### src/rtl/ddr2_init_seq.sv
// DDR2 power-up initialization sequencer.
// It drives CKE and the command/address bus through the JEDEC init sequence,
// then holds NOP with CKE high and raises done_o until reset.
module ddr2_init_seq #(
  parameter int BA_WIDTH       = 3,
  parameter int ADDR_WIDTH     = 14,
  parameter int T_INIT_CYCLES  = 200,
  parameter int T_CKE_CYCLES   = 80,
  parameter int T_RP_CYCLES    = 4,
  parameter int T_MRD_CYCLES   = 2,
  parameter int T_RFC_CYCLES   = 26,
  parameter int T_DLLK_CYCLES  = 200,
  parameter int CAS_LATENCY    = 5,
  parameter int WRITE_RECOVERY = 6,
  parameter int BURST_TYPE     = 1,
  parameter int BURST_LEN_CODE = 2,
  parameter logic [ADDR_WIDTH-1:0] EMR1_BASE = '0
) (
  input  logic                  clk,
  input  logic                  rst_n,
  input  logic                  start_i,
  output logic                  busy_o,
  output logic                  done_o,
  output logic                  cke_o,
  output logic                  cs_n_o,
  output logic                  ras_n_o,
  output logic                  cas_n_o,
  output logic                  we_n_o,
  output logic [BA_WIDTH-1:0]   ba_o,
  output logic [ADDR_WIDTH-1:0] addr_o,
  output logic                  odt_o
);

  function automatic int max_of(input int a, input int b);
    return (a > b) ? a : b;
  endfunction

  localparam int T_MAX = max_of(max_of(max_of(T_INIT_CYCLES, T_CKE_CYCLES),
                                       max_of(T_RP_CYCLES, T_MRD_CYCLES)),
                                max_of(T_RFC_CYCLES, T_DLLK_CYCLES));
  localparam int CW = $clog2(T_MAX) + 1;
  localparam logic [3:0] LAST_IDX = 4'd11;

  typedef enum logic [2:0] {
    S_IDLE, S_WAIT_PWR, S_WAIT_CKE, S_SEQ, S_DONE
  } state_t;

  typedef struct packed {
    logic                  ras_n;
    logic                  cas_n;
    logic                  we_n;
    logic [BA_WIDTH-1:0]   ba;
    logic [ADDR_WIDTH-1:0] addr;
    logic [CW-1:0]         gap;
  } cmd_t;

  // Mode register word; bits above A12 stay zero.
  function automatic logic [ADDR_WIDTH-1:0] mr_word(input logic dll_reset);
    logic [ADDR_WIDTH-1:0] v;
    v       = '0;
    v[11:9] = 3'(WRITE_RECOVERY - 1);
    v[8]    = dll_reset;
    v[6:4]  = 3'(CAS_LATENCY);
    v[3]    = 1'(BURST_TYPE);
    v[2:0]  = 3'(BURST_LEN_CODE);
    return v;
  endfunction

  // EMR1 word with the OCD field A[9:7] overridden by the sequence.
  function automatic logic [ADDR_WIDTH-1:0] emr1_word(input logic [2:0] ocd);
    logic [ADDR_WIDTH-1:0] v;
    v      = EMR1_BASE;
    v[9:7] = ocd;
    return v;
  endfunction

  // Command table: bus encoding and gap to the following command (or done).
  function automatic cmd_t cmd_entry(input logic [3:0] i);
    cmd_t c;
    c = '{ras_n: 1'b0, cas_n: 1'b0, we_n: 1'b0, ba: '0, addr: '0, gap: CW'(T_MRD_CYCLES)};
    case (i)
      4'd0, 4'd5: begin
        c.cas_n   = 1'b1;
        c.addr[10] = 1'b1;
        c.gap     = CW'(T_RP_CYCLES);
      end
      4'd1:  c.ba = BA_WIDTH'(2);
      4'd2:  c.ba = BA_WIDTH'(3);
      4'd3:  begin c.ba = BA_WIDTH'(1); c.addr = emr1_word(3'b000); end
      4'd4:  c.addr = mr_word(1'b1);
      4'd6, 4'd7: begin
        c.we_n = 1'b1;
        c.gap  = CW'(T_RFC_CYCLES);
      end
      4'd8:  c.addr = mr_word(1'b0);
      4'd9:  begin c.ba = BA_WIDTH'(1); c.addr = emr1_word(3'b111); end
      4'd10: begin
        c.ba   = BA_WIDTH'(1);
        c.addr = emr1_word(3'b000);
        c.gap  = CW'(T_DLLK_CYCLES);
      end
      default: c = '{ras_n: 1'b1, cas_n: 1'b1, we_n: 1'b1, ba: '0, addr: '0, gap: CW'(1)};
    endcase
    return c;
  endfunction

  state_t                state, state_nx;
  logic [CW-1:0]         cnt, cnt_nx;
  logic [3:0]            idx, idx_nx;
  logic                  busy_nx, done_nx, cke_nx, cs_n_nx, ras_n_nx, cas_n_nx, we_n_nx;
  logic [BA_WIDTH-1:0]   ba_nx;
  logic [ADDR_WIDTH-1:0] addr_nx;
  logic                  issue;
  cmd_t                  cur;

  assign cur   = cmd_entry(idx);
  assign odt_o = 1'b0;

  // Next-state, wait counter and next bus values; the bus defaults to NOP.
  always_comb begin
    // NOTE: every signal gets a default first so no path leaves one unassigned (no latches).
    state_nx = state;
    cnt_nx   = cnt;
    idx_nx   = idx;
    busy_nx  = busy_o;
    done_nx  = done_o;
    cke_nx   = cke_o;
    cs_n_nx  = 1'b0;
    ras_n_nx = 1'b1;
    cas_n_nx = 1'b1;
    we_n_nx  = 1'b1;
    ba_nx    = '0;
    addr_nx  = '0;
    issue    = 1'b0;
    case (state)
      S_IDLE: begin
        cs_n_nx = 1'b1;
        if (start_i) begin
          state_nx = S_WAIT_PWR;
          busy_nx  = 1'b1;
          idx_nx   = '0;
          cnt_nx   = CW'(T_INIT_CYCLES - 1);
        end
      end
      S_WAIT_PWR: begin
        if (cnt == '0) begin
          state_nx = S_WAIT_CKE;
          cke_nx   = 1'b1;
          cnt_nx   = CW'(T_CKE_CYCLES - 1);
        end else begin
          cs_n_nx = 1'b1;
          cnt_nx  = cnt - CW'(1);
        end
      end
      S_WAIT_CKE: begin
        if (cnt == '0) begin
          issue    = 1'b1;
          state_nx = S_SEQ;
        end else begin
          cnt_nx = cnt - CW'(1);
        end
      end
      S_SEQ: begin
        if (cnt != '0) begin
          cnt_nx = cnt - CW'(1);
        end else if (idx == LAST_IDX) begin
          state_nx = S_DONE;
          busy_nx  = 1'b0;
          done_nx  = 1'b1;
        end else begin
          issue = 1'b1;
        end
      end
      S_DONE:  ;
      default: state_nx = S_IDLE;
    endcase
    if (issue) begin
      ras_n_nx = cur.ras_n;
      cas_n_nx = cur.cas_n;
      we_n_nx  = cur.we_n;
      ba_nx    = cur.ba;
      addr_nx  = cur.addr;
      cnt_nx   = cur.gap - CW'(1);
      idx_nx   = idx + 4'd1;
    end
  end

  // State, counter and registered DRAM outputs; reset aborts to power-up values.
  always_ff @(posedge clk or negedge rst_n) begin
    if (!rst_n) begin
      state   <= S_IDLE;
      cnt     <= '0;
      idx     <= '0;
      busy_o  <= 1'b0;
      done_o  <= 1'b0;
      cke_o   <= 1'b0;
      cs_n_o  <= 1'b1;
      ras_n_o <= 1'b1;
      cas_n_o <= 1'b1;
      we_n_o  <= 1'b1;
      ba_o    <= '0;
      addr_o  <= '0;
    end else begin
      // NOTE: non-blocking assignments so every register updates from pre-edge values.
      state   <= state_nx;
      cnt     <= cnt_nx;
      idx     <= idx_nx;
      busy_o  <= busy_nx;
      done_o  <= done_nx;
      cke_o   <= cke_nx;
      cs_n_o  <= cs_n_nx;
      ras_n_o <= ras_n_nx;
      cas_n_o <= cas_n_nx;
      we_n_o  <= we_n_nx;
      ba_o    <= ba_nx;
      addr_o  <= addr_nx;
    end
  end

endmodule

### config.mk
export PLATFORM = sky130hd
export DESIGN_NAME = ddr2_init_seq
export DESIGN_NICKNAME = d
export VERILOG_FILES = /design/src/rtl/ddr2_init_seq.sv
export SDC_FILE = /design/constraint.sdc
export NUM_CORES = 1
export LEC_CHECK = 0
export CAP_MARGIN = 10
export CORE_ASPECT_RATIO = 1.4
export CORE_MARGIN = 2
export CORE_UTILIZATION = 45
export DETAILED_ROUTE_END_ITERATION = 8
export DONT_BUFFER_PORTS = 1
export PLACE_DENSITY_LB_ADDON = 0.12
export SLEW_MARGIN = 25
export SYNTH_ARGS = -nofsm -noshare
export SYNTH_HDL_FRONTEND = slang
export SYNTH_SLANG_ARGS = --single-unit
### constraint.sdc
create_clock -name clk -period 3.43 [get_ports clk]
set_clock_uncertainty 0.05 [all_clocks]
set_input_delay 0.343 -clock clk [delete_from_list [all_inputs] [get_ports clk]]
set_output_delay 0.343 -clock clk [all_outputs]
set_load 0.01 [all_outputs]
; After elaboration in Yosys (flattened, before gate mapping)
; Cells that the tools add are included.
[op_classes]
add_sub_neg = 3
eq_ne = 23
muxes = 38
n_bitwise = 2
reduce_logical = 22
[ops]
columns = cell, count
row1 = $mux W9, 5
row2 = $pmux W9 S4, 1
row3 = $pmux W8 S4, 1
row4 = $pmux W10 S3, 1
row5 = $mux W3, 6
row6 = $reduce_or A9 Y1, 2
row7 = $sub A9 B1 Y9 const B, 2
row8 = $eq A4 B3 Y1 const B, 4
row9 = $eq A4 B4 Y1 const B, 4
row10 = $mux W1, 15
row11 = $pmux W3 S5, 1
row12 = $mux W14, 1
row13 = $mux W4, 3
row14 = $reduce_or A11 Y1, 1
row15 = $ne A2 B2 Y1 const B, 5
row16 = $logic_not A9 Y1, 1
row17 = $ne A3 B3 Y1 const B, 3
row18 = $reduce_bool A9 Y1, 1
row19 = $eq A4 B2 Y1 const B, 2
row20 = $reduce_and A4 Y1, 2
row21 = $eq A3 B2 Y1 const B, 2
row22 = $pmux W1 S2, 3
row23 = $pmux W2 S3, 1
row24 = $reduce_and A6 Y1, 1
row25 = other kinds (14), 20
[totals]
ff_bits = 40
in_bits = 3
out_inout_bits = 25
elab_cells = 100

; Depth between registers and ports, before layout
; Gate-level depths: netlist of run 1.
[logic_depth]
depth_word = 6
depth_mapped = 8

; Worst setup path after synthesis of run 1
; OpenSTA, ideal clock, no wires.
[synth_path]
path_type = register to register
from = register cnt[0]
to = register cnt[6]
setup_ps = 82
arrival_ps = 1972
path_slack_ps = 1326
stages_incl_launch_ff = 8
n_path_buf = 1
period_less_slack_ps = 2104
path_cell_list = dfrtp_1 > inv_1 > ha_1 > or3b_1 > buf_6 > or4_1 > a211o_1 > a22oi_2
[synth_between]
elab_chain_cells = 5
[synth_lines]
columns = element, line
row1 = "start, declared", 108  ; logic [CW-1:0] cnt, cnt_nx;
row2 = "start signal, assigned", 206  ; cnt <= cnt_nx;
row3 = "parallel branches: the longest is 5 deep, another holds $sub A9 B1 Y9", n/a
; Parallel ways; which one is timed is not known. The select of a mux whose other input is x is not followed.
; A chain may end at the register's enable or synchronous reset.

; Final worst setup path of run 1
[layout_path]
from = register cnt[0]
to = register cnt[0]
; Same word-level chain as after synthesis.

==> metrics.md, run 1 <==
| Metric | Value |
|---|---|
| R2R Path End | cnt[0]$_DFFE_PN0P_ |
| Starting density of the core | 0.4684 |
| Critical-path maximum fanout | 10 |
| Initial antenna violation count | 0 |
| Row Count | 27 |
| Total CTS buffers | 5 |
| Hold EP | state[0]$_DFFE_PN0P_ |
| Worst VDD drop | ~430 µV |
| Worst-Skew Late Latency | around 280 ps |
| Register area share after synthesis | 0.4254 |
| Final Max Tran Viols | 0 |
| Post-DP HPWL | ~2.7 mm |
| Grt total ovfl | 0 |
| Via/cell ratio | 5.879 |
| Worst Tran Pin Value | a little under 700 ps |
| Leakage | between 0.0007 and 0.0008 µW |
| Endpoints failing hold | 0 |
| Flops & latches, synth | 31 |
| Hold crit path type | in -> reg |
| Setup Crit Path Kind | reg -> reg |
| Worst Setup Start Kind | flip-flop |
| Sink Count | 31 |
| Post-Synthesis Cells | just over 200 |
| 1st-iter DRT viols | a little under 80 |
| Top FF cell, synth | dfrtp_1 |
| Hold path cells | 2 |
| Syn_area_per_cell | 8.954 µm² |
| Ranking of synthesized cells by area | dfrtp_1, dfstp_2, o21ai_0 |
| Tot GR Track Use | 0.1811 |
| Root Driver | clkbuf_8 |
| Worst path max stage delay | around 500 ps |
| F_max | 0.4255 GHz |
| Tot Pwr | 1557 µW |
| Tmin final | between 2000 and 2500 ps |
| Gp weighted congestion | about 0.83 |
| First-pass DRT Iterations | 4 |
| Die area | 4613 µm² |
| DIE HEIGHT | 79.57 µm |
| Max Root-Sink Buffers | 2 |
| Post-synth top area cell | dfrtp_1 |
| Mapped Area | 1836 µm² |
| CP arrival | ~2500 ps |
| CP cell instances | inv_1, ha_1, or3b_1, nor4_4, a21o_2, a211o_1, o21ai_0 |
| Synth top area share | 0.3681 |
| WL per Instance | about 16 µm |
| Power per Cell Area | 808.3 nW/µm² |
| YS warnings | 0 |
| Share of cells above drive strength 1 | 0.1218 |
| Remaining DRCs | 0 |
| Fin crit share | 0.6852 |
| Slew headroom | 0.5453 |
| Count leader, synth | dfrtp_1 |
| Final #Nets | around 200 |
| Max-cap violations | 0 |
| Reg2Reg Depth | 7 |
| Clock slew at reported path FFs | around 70 ps |
| Outcome | complete, no violations |
| Antenna diode count | 0 |
| Final TNS setup | 0 ps |
| First-pass GRT wire length | roughly 6.4 mm |
| Via count | approximately 1400 |
| Unrepaired setup endpoints after global routing | false |
| H-tree level count | 2 |
| CP Capture Type | flip-flop |
| # port buffers | 0 |
| CP Data Required Time | around 3500 ps |
| Core Footprint | between 3000 and 4000 µm² |
| Slowest CP cell | or3b_1 |
| Worst reg-to-reg setup slack | 1080 ps |
| Die width | 57.98 µm |
| Top post-synthesis cells by count | dfrtp_1, nor2_1, o21ai_0 |
| Hold Crit Start | start_i |
| WL final | between 3 and 4 mm |
| Fillers | 372 |
| CTS tree | built |
| Synth-to-layout area growth | 4.908% |
| Vias in the first global route | 1360 |
| Pin count of the biggest net entering global routing | 32 |
| Antenna-violating nets left | 0 |
| Post-synth EDFFs | 0 |
| # IOs | 28 |
| Post-CTS sizing | 0 |
| Asr flop ratio synth | 1.000 |
| Unique cell type count in the Yosys netlist | 52 |
| Worst reg2reg startpoint | cnt[0]$_DFFE_PN0P_ |
| Final setup fails | 0 |
registers in the layout, indices dropped and copies added (netlist names):
signal	count
ras_n_o	1
ba_o	2
cnt	9
busy_o	1
addr_o	6
idx	4
cs_n_o	1
done_o	1
we_n_o	1
cke_o	1
cas_n_o	1
state	3
metrics by stage:
stage,utilization,worst slack (ps),cell area [µm²],instances,hold slack (ps)
finish,0.4914,1080,1926,240,213.1
global route,0.4914,915.9,1926,240,212.2
detailed placement,0.4537,1088,1778,230,-1.959
floorplan,-,1326,1858,211,-2.591
CTS,0.4914,1083,1926,240,207.5
global placement,0.4537,1147,1778,230,-1.984
worst max-delay path, delay by kind of cell (launching register included):
family,cells,cell delay [ps]
AOI/OAI and AO/OA,3,520
adders and majority gates,1,190
buffers and inverters,1,90
DFF,1,410
and+or+nand+nor,2,970
power by group:
part | switching (µW) | leakage (µW) | internal, µW
Combinational | 324 | 0.000341 | 242
Clock | 142 | 0.0000612 | 235
Sequential | 164 | 0.000378 | 450
timing repair:
item / in CTS / in global routing
endpoints found under the hold margin: 31 / 0
endpoints found under the setup margin: 0 / 0
buffers inserted: 0 / 0
hold buffers: 2 / 0
layout make-up:
class                           count  area [µm²]  share of cell area
Multi-Input combinational cell    149       913.4              0.4743
Sequential cell                    31       780.7              0.4055
Clock buffer                        6       82.58             0.04288
Tap cell                           43       53.80             0.02794
Timing Repair Buffer                3       37.54             0.01949
Clock inverter                      2       35.03             0.01819
Inverter                            6       22.52             0.01170
layer usage:
metal / global-route usage / vias up / wire [µm]
met5: 0 / - / 0
li1: - / 693 / -
met1: 0.2066 / 682 / 1625
met4: 0.06279 / 0 / 58
met3: 0.04700 / 6 / 122
met2: 0.3205 / 30 / 2004
cells by family (layout without fill, tap and decap cells):
family,after synthesis,count (layout),synth area share
other,1,7,0.002043
AO/OA/AOI/OAI,59,59,0.2127
adder cells (fa/ha/maj),5,5,0.03408
multiplexers,1,1,0.005454
flip-flops,31,31,0.4254
buffers and inverters,31,17,0.08929
AND/OR/NAND/NOR,75,75,0.2215
XOR/XNOR,2,2,0.009545
how the worst max path moves through the flow:
stage / slack (ps) / start / cells past startpoint / to
floorplan: 1330 / cnt[0]$_DFFE_PN0P_ / 7 / cnt[6]$_DFFE_PN0P_
finish: 1080 / cnt[0]$_DFFE_PN0P_ / 7 / cnt[0]$_DFFE_PN0P_
detailed placement: 1090 / cnt[0]$_DFFE_PN0P_ / 7 / cnt[0]$_DFFE_PN0P_
CTS: 1080 / cnt[0]$_DFFE_PN0P_ / 7 / cnt[0]$_DFFE_PN0P_
global route: 920 / cnt[0]$_DFFE_PN0P_ / 7 / idx[3]$_DFFE_PN0P_
global placement: 1150 / cnt[0]$_DFFE_PN0P_ / 7 / cnt[4]$_DFFE_PN0P_
cell usage in the layout, fill, tap and decap left out, types with 2 or more instances in the layout:
| cell type | instances |
|---|---|
| nand4_1 | 2 |
| o21ai_2 | 2 |
| and4_1 | 2 |
| a211o_1 | 2 |
| nor4b_1 | 3 |
| a2bb2oi_1 | 3 |
| xnor2_1 | 2 |
| o22ai_1 | 2 |
| a21oi_1 | 13 |
| clkbuf_8 | 6 |
| dfstp_2 | 4 |
| or4_1 | 3 |
| dfrtp_1 | 27 |
| nand2b_1 | 3 |
| or2_2 | 3 |
| nor2b_1 | 4 |
| nor2_1 | 21 |
| nor4_1 | 2 |
| nand2_1 | 15 |
| o21ai_0 | 16 |
| a211oi_1 | 2 |
| conb_1 | 7 |
| o31ai_1 | 4 |
| nor3_1 | 10 |
| ha_1 | 5 |
| inv_1 | 6 |
Power figures use the tool's default switching activity.
==> run 2, diff against run 1 <==
clock period = 2 ns   (was 3.43 ns; I/O delays follow)
==> metrics.md, run 2 (same netlist as run 1, synthesis figures left out) <==
| Metric | Value |
|---|---|
| Commonest cells after routing, fill and taps aside | buf_4, dfrtp_1, nor2_1 (was dfrtp_1, nor2_1, o21ai_0) |
| Gp weighted congestion | 0.8784 (was 0.8315) |
| WL per Instance | 15.73 µm (was 15.88 µm) |
| Core Footprint | 3919 µm² (unchanged) |
| Die area | 4613 µm² (unchanged) |
| WL final | 4.216 mm (was 3.810 mm) |
| Via count | 1552 (was 1411) |
| Final Max Tran Viols | 0 (unchanged) |
| Sink Count | 31 (unchanged) |
| Failing checks | setup timing |
| First-pass GRT wire length | 6.699 mm (was 6.417 mm) |
| Post-DP HPWL | 2.975 mm (was 2.651 mm) |
| CP arrival | 2250 ps (was 2460 ps) |
| Worst Setup Start Kind | flip-flop (unchanged) |
| DIE HEIGHT | 79.57 µm (unchanged) |
| Clock slew at reported path FFs | 70 ps (about the same) |
| 1st-iter DRT viols | 45 (was 77) |
| Max-cap violations | 0 (unchanged) |
| Regs by FF count | cnt: 9 flops, addr_o: 6 flops, idx: 4 flops (unchanged) |
| Vias in the first global route | 1440 (was 1360) |
| Post-route setup slack | -81.64 ps (was 1080 ps) |
| Die width | 57.98 µm (unchanged) |
| Max Root-Sink Buffers | 2 (unchanged) |
| Hold crit path type | in -> reg (unchanged) |
| Final setup fails | 4 (was 0) |
| Grt total ovfl | 0 (unchanged) |
| Most common cell after layout, fill and taps aside | buf_4 (was dfrtp_1) |
| Share of cells above drive strength 1 | 0.2889 (was 0.1218) |
| Worst VDD drop | 893.1 µV (was 427.3 µV) |
| Endpoints failing hold | 0 (unchanged) |
| CP Data Required Time | 2160 ps (was 3540 ps) |
| Setup Crit Path Kind | reg -> reg (unchanged) |
| Row Count | 27 (unchanged) |
| # port buffers | 0 (unchanged) |
| Starting density of the core | 0.4684 (unchanged) |
| Unrepaired setup endpoints after global routing | true (was false) |
| Reg with most FFs | cnt (unchanged) |
| Remaining DRCs | 0 (unchanged) |
| Tot GR Track Use | 0.1893 (was 0.1811) |
| # IOs | 28 (unchanged) |
| Antenna diode count | 0 (unchanged) |
| Antenna-violating nets left | 0 (unchanged) |
| Final #Nets | 232 (was 204) |
| F_max | 0.4804 GHz (was 0.4255 GHz) |
| Synth-to-layout area growth | 20.25% (was 4.908%) |
| Total CTS buffers | 5 (unchanged) |
| Root Driver | clkbuf_8 (unchanged) |
| CTS tree | built (unchanged) |
| First-pass DRT Iterations | 4 (unchanged) |
| Fin crit share | 1.041 (was 0.6852) |
| Worst-Skew Late Latency | 290 ps (was 280 ps) |
| Hold slack | 78.62 ps (was 213.1 ps) |
| Max reg flops | 9 (unchanged) |
| Tmin final | 2082 ps (was 2350 ps) |
| Outcome | complete, but fails checks (was complete, no violations) |
| Via/cell ratio | 5.791 (was 5.879) |
| Leakage | 0.0009250 µW (was 0.0007796 µW) |
| H-tree level count | 2 (unchanged) |
| Power per Cell Area | 1345 nW/µm² (was 808.3 nW/µm²) |
| Final TNS setup | -131.6 ps (was 0 ps) |
| CP Capture Type | flip-flop (unchanged) |
| Final design utilization | 0.5632 (was 0.4914) |
| Pin count of the biggest net entering global routing | 32 (unchanged) |
| Initial antenna violation count | 0 (unchanged) |
| Critical-path maximum fanout | 5 (was 10) |
## run 2: path summary, 6_finish.rpt
path                                          from                    to  slack [ps]  depth (start not counted)
max in group asynchronous                    rst_n     ras_n_o$_DFF_PN1_        1350                          2
worst min-delay path                       start_i  state[0]$_DFFE_PN0P_          80                          2
worst min register to register  done_o$_DFFE_PN0P_    done_o$_DFFE_PN0P_         480                          1
worst max register to register  cnt[0]$_DFFE_PN0P_    cnt[6]$_DFFE_PN0P_         -80                          6
worst max-delay path            cnt[0]$_DFFE_PN0P_    cnt[6]$_DFFE_PN0P_         -80                          6
min in group asynchronous                    rst_n    idx[3]$_DFFE_PN0P_         300                          2
## run 2: layout make-up
type	instances	area, µm²
inverters	6	22.52
well taps	43	53.80
flip-flops and latches	31	782.0
clock inverters	2	35.03
repair buffers	31	251.5
fillers	325	1712
clock buffers	6	82.58
multi-input cells	149	979.7
## run 2: through the flow
| stage | instances | power [µW] | area [µm²] | setup slack, ps |
|---|---|---|---|---|
| after global routing | 268 | 3184 | 2207 | -129.4 |
| after global placement | 254 | 2157 | 1958 | -89.09 |
| final | 268 | 2969 | 2207 | -81.64 |
| after detailed placement | 254 | 2198 | 1958 | -198.0 |
| after CTS | 264 | 2904 | 2122 | -61.77 |
| after floorplan | 211 | 1812 | 1858 | -104.4 |
## run 2: timing repair
| item | CTS | global route |
|---|---|---|
| setup buffers | 0 | 4 |
| resized for setup | 6 | 13 |
| setup endpoints to repair | 13 | 14 |
| pin swaps | 4 | 3 |
| endpoints found under the hold margin | 31 | 0 |
| hold buffers | 2 | 0 |
## run 2: critical path, stage by stage (launching register included)
cell and delay, ps:
dfrtp_1 400, inv_2 90, ha_4 130, or3b_4 420, or4_1 490, a211o_1 320, a22oi_2 110
## run 2: per-layer routing
metal | vias up | wire (µm) | track usage
met4 | 0 | 110 | 0.06977
met2 | 48 | 2240 | 0.3318
met1 | 737 | 1693 | 0.2203
li1 | 756 | - | -
met3 | 11 | 171 | 0.04376
met5 | - | 0 | 0
## run 2: power by group
group          internal [µW]  switching (µW)
Sequential               776             136
Clock                    403             235
Combinational            625             793
